File: src/rtl/fetch_stage_pkg.sv
// fetch_stage_pkg: pipeline constants and fetch FSM encoding shared by the fetch stage
package fetch_stage_pkg;
    localparam logic [31:0] NOP_WORD_DEF = 32'h0000_0000;
    localparam logic [31:0] PC_RESET     = 32'h0000_0000;
    typedef enum logic [1:0] {
        BOOT  = 2'd0,
        RUN   = 2'd1,
        REDIR = 2'd2
    } fetch_state_t;
endpackage

File: src/rtl/sat_counter.sv
// sat_counter: up-counter that sticks at all-ones instead of wrapping
module sat_counter #(
    parameter int CNT_W = 16
) (
    input  logic             clk,
    input  logic             reset,
    input  logic             inc,
    input  logic             clear,
    output logic [CNT_W-1:0] count
);
    always_ff @(posedge clk or negedge reset)
        if (!reset)
            count <= '0;
        else
            count <= clear ? '0 : (inc && count != '1) ? count + CNT_W'(1) : count;
endmodule

File: src/rtl/fetch_stage.sv
// fetch_stage: PC, next-PC selection and IF/ID register with saturating debug counters
module fetch_stage
    import fetch_stage_pkg::*;
#(
    parameter int          IMEM_AW  = 8,
    parameter logic [31:0] NOP_WORD = NOP_WORD_DEF,
    parameter int          CNT_W    = 16
) (
    input  logic               clk,
    input  logic               reset,
    input  logic               stall,
    input  logic               branch_taken,
    input  logic [31:0]        branch_target,
    output logic [IMEM_AW-1:0] imem_addr,
    input  logic [31:0]        imem_data,
    output logic [31:0]        pc,
    output logic [31:0]        ifid_instr,
    output logic [31:0]        ifid_pc_plus4,
    output logic               ifid_valid,
    output logic [CNT_W-1:0]   fetch_count,
    output logic [CNT_W-1:0]   flush_count
);
    fetch_state_t state;
    logic [31:0]  pc_plus4;
    logic         fetch_en, flush_en;

    assign pc_plus4  = pc + 32'd4;
    assign imem_addr = pc[IMEM_AW-1:0];
    // Branches are honoured only in RUN; BOOT and the REDIR bubble always fetch.
    assign flush_en  = state == RUN && !stall && branch_taken;
    assign fetch_en  = state == BOOT || (!stall && !(state == RUN && branch_taken));

    always_ff @(posedge clk or negedge reset)
        if (!reset) begin
            state         <= BOOT;
            pc            <= PC_RESET;
            ifid_instr    <= NOP_WORD;
            ifid_pc_plus4 <= '0;
            ifid_valid    <= 1'b0;
        end else begin
            state <= flush_en ? REDIR : fetch_en ? RUN : state;
            if (fetch_en) begin
                pc            <= pc_plus4;
                ifid_instr    <= imem_data;
                ifid_pc_plus4 <= pc_plus4;
                ifid_valid    <= 1'b1;
            end else if (flush_en) begin
                pc            <= branch_target & ~32'h3;
                ifid_instr    <= NOP_WORD;
                ifid_pc_plus4 <= '0;
                ifid_valid    <= 1'b0;
            end
        end

    sat_counter #(.CNT_W(CNT_W)) u_fetch_cnt (
        .clk(clk), .reset(reset), .inc(fetch_en), .clear(1'b0), .count(fetch_count)
    );

    sat_counter #(.CNT_W(CNT_W)) u_flush_cnt (
        .clk(clk), .reset(reset), .inc(flush_en), .clear(1'b0), .count(flush_count)
    );
endmodule

File: config.mk
export PLATFORM = sky130hd
export DESIGN_NAME = fetch_stage
export DESIGN_NICKNAME = d
export VERILOG_FILES = /design/src/rtl/fetch_stage_pkg.sv /design/src/rtl/sat_counter.sv /design/src/rtl/fetch_stage.sv
export SDC_FILE = /design/constraint.sdc
export NUM_CORES = 1
export LEC_CHECK = 0
export BUFFER_PORTS_ARGS = -buffer_cell sky130_fd_sc_hd__buf_2
export CORE_MARGIN = 5
export CORE_UTILIZATION = 46
export CTS_CLUSTER_DIAMETER = 200
export DETAILED_ROUTE_END_ITERATION = 12
export PLACE_DENSITY = 0.78
export SLEW_MARGIN = 40
export SYNTH_ARGS = -nofsm -noshare
export SYNTH_HDL_FRONTEND = slang
export SYNTH_HIERARCHICAL = 1
export SYNTH_SLANG_ARGS = --single-unit
File: constraint.sdc
create_clock -name clk -period 2.8 [get_ports clk]
set_clock_uncertainty 0.15 [all_clocks]
set_input_delay 0.28 -clock clk [delete_from_list [all_inputs] [get_ports clk]]
set_output_delay 0.28 -clock clk [all_outputs]
set_load 0.005 [all_outputs]
# ---- Word-level counts from Yosys, hierarchy flattened
# Index checks and enable logic that the tools add are counted.
# W data, S select, Z words.
dict set report word_totals {
  reg_bits 131
  in_bits 68
  output_inout_bits 137
  wordCells 33
}
dict set report classes {
  add_sub_neg 3
  n_eq_ne 3
  mux 9
  n_reduce_logical 11
}
# cell n
set ops {}
lappend ops {{$mux W32} 5}
lappend ops {{$add A16 B1 Y16 const B} 2}
lappend ops {{$add A32 B3 Y32 const B} 1}
lappend ops {{$ne A16 B16 Y1 const B} 2}
lappend ops {{$logic_and A1 B1 Y1} 6}
lappend ops {{$mux W2} 2}
lappend ops {{$eq A2 B1 Y1 const B} 1}
lappend ops {{$logic_not A1 Y1} 2}
lappend ops {{$logic_not A2 Y1} 1}
lappend ops {{$mux W1} 2}
lappend ops {{$reduce_bool A2 Y1} 1}
lappend ops {{$logic_or A1 B1 Y1} 1}

# ---- Longest topological paths before layout
dict set report logic_depth {
  ltp_word 7
  mapped_depth 10
  mapped_depth_nobuf 7
}

# ---- Cells and area by module
# Netlist, hierarchy kept.
# module instances cells_each area_each_um2 seq_area_each_um2
set modules_own_cells {}
lappend modules_own_cells {fetch_stage 1 405 4371.7 2402.3}
lappend modules_own_cells {sat_counter 2 98 942.2 400.4}

# ---- Least setup slack after synthesis
# No wires, ideal clock.
dict set report synth_path {
  path_type {flip-flop to flip-flop}
  start {reg state[1]}
  end {reg u_flush_cnt.count[3]}
  setup_ns 0.077
  arrival_ns 2.415
  required_ns 2.573
  path_slack_ns 0.158
  path_stages_with_launch 10
  path_buffers 2
  synth_period_minus_slack_ns 2.642
  path_cell_list {dfrtp_1 > nor2b_1 > o22a_1 > clkinv_1 > nor2_1 > buf_2 > inv_1 > clkbuf_1 > or4_2 > a21oi_1}
}
dict set report synth_via {
  elab_chain_cells 4
}
# item line
set synth_rtl {}
lappend synth_rtl {{start: declaration} fetch_stage.sv:23} ;# fetch_state_t state;
lappend synth_rtl {{start signal: assignment} fetch_stage.sv:41} ;# state <= flush_en ? REDIR : fetch_en ? RUN : state;
lappend synth_rtl {{$eq A2 B1 Y1} fetch_stage.sv:30} ;# assign flush_en = state == RUN && !stall && branch_taken;
lappend synth_rtl {{$logic_and A1 B1 Y1 (2 in a row)} fetch_stage.sv:30}
lappend synth_rtl {{net flush_en} fetch_stage.sv:25} ;# logic fetch_en, flush_en;
lappend synth_rtl {{$logic_and A1 B1 Y1} sat_counter.sv:15} ;# count <= clear ? '0 : (inc && count != '1) ? count + CNT_W'(1) : count;
lappend synth_rtl {{end signal: assignment} sat_counter.sv:15}
lappend synth_rtl {{end: declaration} sat_counter.sv:9} ;# output logic [CNT_W-1:0] count
# The timed path passes the listed nets, and every way through them passes these cells.
# A chain may end at the register's enable or synchronous reset.

# ---- Worst setup path after layout
dict set report layout_path {
  start {reg pc[2]}
  end {reg pc[30]}
}
dict set report layout_via {
  elab_chain_cells 2
}
# item line
set layout_rtl {}
lappend layout_rtl {{start: declaration} fetch_stage.sv:16} ;# output logic [31:0] pc,
lappend layout_rtl {{start signal: assignment} fetch_stage.sv:43} ;# pc <= pc_plus4;
lappend layout_rtl {{start signal: assignment} fetch_stage.sv:48} ;# pc <= branch_target & ~32'h3;
lappend layout_rtl {{$add A32 B3 Y32} fetch_stage.sv:27} ;# assign pc_plus4 = pc + 32'd4;
lappend layout_rtl {{$mux W32} fetch_stage.sv:42} ;# if (fetch_en) begin
# Every way passes these cells.

==> impl.org <==
** STA
- Final number of hold-violating endpoints :: 0
- Period Utilization, post-route :: between 80% and 90%
- Based on the critical path, the design can be clocked at up to 416.0 MHz.
- The count of final max-slew check failures came to 0.
- At the pin with the least slew margin, the transition time is roughly 700 ps.
- RSZ-0062 raised after global routing :: false
- The tightest hold path in the finished design has a slack of roughly 17 ps.
- Final setup fails :: 0
- In this run the tightest slew margin relative to its limit is 53.22%.
- Subtracting the final worst setup slack from the clock period gives 2404 ps.
- Sum of negative setup slack :: 0 ps

** Route
- In the final routed layout, each cell accounts on average for ~17 um.
- Post-detailed-route count of antenna-violating nets :: 0
- For this run, design rule violations remaining after detail routing come to 0.
- Summed over all layers, the routed wires come to ~18000 um.
- Detailed routing inserted a total of approximately 5800 vias.
- After the first detailed-routing iteration, the DRC count stood at between 400 and 500.
- Before antenna repair, the detailed router went through 5 iterations.
- Via-to-Cell Ratio :: approximately 5.6

** Pwr
- Summed over all cells, the static leakage comes to about 4.1 nW.
- In this run the power density over the cells is 934.2 nW/um^2.
- Maximum resistive drop on vdd :: a little under 500 uV

** Floorplan
- Standard cell core area :: approximately 13000 sq um
- slightly above 200 I/O pins were placed.
- In this run the vertical extent of the chip is between 100 and 150 um.
- The die covers about 16000 sq um.
- Number of core rows :: 42
- Horizontal extent of the die :: ~130 um
- Once the floorplan was initialized, standard cells occupied 47.05% of the core.

** Worst setup path
- Of all nets on the critical path, the largest fanout is 8.
- For this design, the slowest cell found on the critical path is sky130_fd_sc_hd__or4_1.
- Measured in cells, the most critical reg-to-reg path has a length of 6.
- Kind of launch point of the worst setup path :: flip-flop
- STA classifies the critical path endpoint as a flip-flop.
- Cells traversed along the worst timing path :: ha_1 > and3_1 > nand4_1 > or4_1 > a21oi_1 > a221o_1
- Worst setup slack for register-to-register paths :: a little under 400 ps
- The number of buffers and inverters on the critical path is 0.
- Data arrival time of the critical path :: about 2600 ps
- On the worst path, the slowest cell contributes a delay of 540 ps.
- Endpoint required time on the critical path :: around 3000 ps
- Setup Crit Path Kind :: reg2reg
- The kind of cell with the highest combined delay along the critical path is simple AND/OR/NAND/NOR gates.
- Startpoint of the lowest-slack register-to-register path :: pc[2]
- In this run the critical register-to-register path is captured at pc[30].

** Synthesis
- Share of the synthesized netlist area taken by xor and xnor gates :: under 10%
- Cell count after synthesis :: 601
- Combinational family with the most area after synthesis :: compound AO/OA/AOI/OAI gates
- Post-synthesis instance area :: 6256 sq um
- The synthesized netlist contains between 50 and 60 unique library cells.
- Yosys printed 6 warnings.
- The synthesized design contains 128 register bits.
- Share of synthesized area spent on multiplexers :: under 10%
- Commonest register cell after synthesis :: sky130_fd_sc_hd__dfrtp_1
- After synthesis, the mean cell area works out to 10.41 sq um.
- Number of enable flip-flop cells after synthesis :: 0
- The synthesized netlist devotes between 20% and 30% of its cell area to compound gates.
- Simple-gate share of the synthesized area :: a little under a fifth
- Fraction of the mapped netlist area in adder cells :: less than 1%
- Share of async-settable or async-resettable flops after synthesis :: 100.0%
- Sequential element share of the synthesized area :: between 50% and 60%

** Worst hold path
- Worst Hold Launch :: branch_target[19]
- The worst hold path belongs to the class in2reg.
- Capture endpoint of the worst hold path :: pc[19]
- Along the worst hold path, the cell count comes to 3.

** Cells and area
- Proportion of layout cells with a drive suffix above 1 :: around a third
- Fill cells in the final layout number 1047.
- The library cell used most frequently in the layout, excluding fill and tap cells, is sky130_fd_sc_hd__buf_2.
- Number of inserted diodes :: 0
- Most frequent cells in the layout :: sky130_fd_sc_hd__buf_2 (197), sky130_fd_sc_hd__dfrtp_1 (128), sky130_fd_sc_hd__nand2_1 (55)
- Share of the core filled with cells in the final layout :: ~64%
- Area Growth Syn to Fin :: 36.20%
- Total Nets Final :: about 910

** GRT
- Grt ovf :: 0
- Entering global routing, the biggest net connects 87 pins.
- Antenna violations before repair :: 1
- The first global-routing pass estimated just under 30000 um of wire.
- All-layer global routing usage :: ~22%
- Number of global-route vias before repair :: about 5500

** Place
- GPL Wtd Cong :: 0.8644
- Quantity of I/O buffers inserted on ports :: roughly 200
- Detail Placement HPWL :: 11680 um

** Clock network
- In this run, CTS created clock tree buffers numbering 17.
- Clock insertion delay at the later pin of the skew report :: approximately 410 ps
- Sink Count :: approximately 130
- Number of H-tree levels :: 4
- After clock tree synthesis, the setup repair step added 0 buffers.
- Max Root-Sink Buffers :: 2
- TritonCTS built the clock tree.
- Root buffer cell :: sky130_fd_sc_hd__clkbuf_16
- After clock tree synthesis, the clock-pin slew on the worst setup and hold paths is 60 ps.

** Outcome
- The flow ran to the end, and the final reports show no timing, DRC or antenna violations.

** Run
- Max_cap viols :: 0
## timing repair
item | in CTS | in global routing
hold buffers | 53 | 1
resized for setup | 0 | 0
hold endpoints to repair | 124 | 1
## worst max-delay path by stage
stage / depth (start not counted) / slack (ps) / from / to
4_1_cts: 6 / 420 / pc[2] / ifid_pc_plus4[26]
5_1_grt: 6 / 210 / pc[2] / ifid_pc_plus4[26]
6_report: 6 / 400 / pc[2] / pc[30]
3_3_place_gp: 6 / 510 / pc[2] / pc[30]
2_1_floorplan: 9 / 160 / state[1] / u_flush_cnt/count[3]
3_5_place_dp: 6 / 440 / pc[2] / pc[30]
## per-layer routing
metal  wire (um)  track usage (%)  part of all wire (%)  vias to the layer above
li1            -                -                     -                     2714
met4         436            8.265                   2.4                        2
met5          11                0                 0.061                        -
met1        7818            29.76                    44                     2772
met3        1288            5.843                   7.2                       32
met2        8386            34.96                    47                      235
## report_power, final
group	internal (mW)	switching (mW)
Sequential	2.46	0.645
Combinational	1.20	1.29
Clock	1.57	0.790
Total	5.23	2.73
## stage by stage
step / setup slack, ps / instance area, sq um / total power [mW] / cells
2_1_floorplan: 157.6 / 6282 / 4.462 / 608
3_3_place_gp: 514.2 / 7338 / 5.486 / 943
3_5_place_dp: 440.9 / 7342 / 5.553 / 943
4_1_cts: 422.2 / 8511 / 8.011 / 1027
5_1_grt: 212.9 / 8521 / 8.479 / 1028
6_report: 396.1 / 8521 / 7.960 / 1028
## state kept, by name, summed over array words and instances, names as in the netlist
register           flops
u_flush_cnt/count     16
state                  2
ifid_valid             1
pc                    30
ifid_instr            32
u_fetch_cnt/count     16
ifid_pc_plus4         31
## tightest hold or removal path, cell delays in order
cell                     delay [ps]
sky130_fd_sc_hd__buf_2           80
sky130_fd_sc_hd__a22o_1         110
sky130_fd_sc_hd__a21o_1          70
## cell families (layout without fill, tap and decap cells)
group,Yosys count,after routing
compound gates,175,175
xor+xnor,25,25
fa+ha+maj,3,3
buf+inv,60,304
flops,128,128
mux,9,9
other cells,1,8
simple gates,200,200
## synthesized netlist by cell type (all sizes together), types with 2 or more instances
library cell    n  area (sq um)
o21ai          38         190.2
a21oi          29         145.1
and3           11         68.82
o311ai          5         43.79
nand3          20         105.1
nor2           24         90.09
nor3            8         45.04
o211ai          3         32.53
nor4           14         123.9
or4            15         117.6
buf            27         175.2
or3             7         46.29
o31ai          15         112.6
a21o           14         105.1
nand3b          2         15.01
a22o           52         455.4
nor2b           9         56.30
and4            6         57.56
a211oi          3         32.53
a221o           7         70.07
mux2            8         90.09
ha              3         37.54
clkbuf         24         91.33
and2            3         18.77
a22oi           5         37.54
nand4          26         181.4
dfrtp         128          3203
inv             8         30.03
nand2          55         206.5
xor2            5         43.79
xnor2          20         175.2
## final cells by class
type	instances	area (sq um)	area share, %
clock inverter	10	157.7	1.850
sequential	128	3203	37.59
clock buffer	21	480.5	5.639
timing repair buffer	264	1632	19.15
multi-input combinational	420	2794	32.79
tap	176	220.2	2.584
inverter	9	33.78	0.3965
Power figures use the tool's default switching activity.
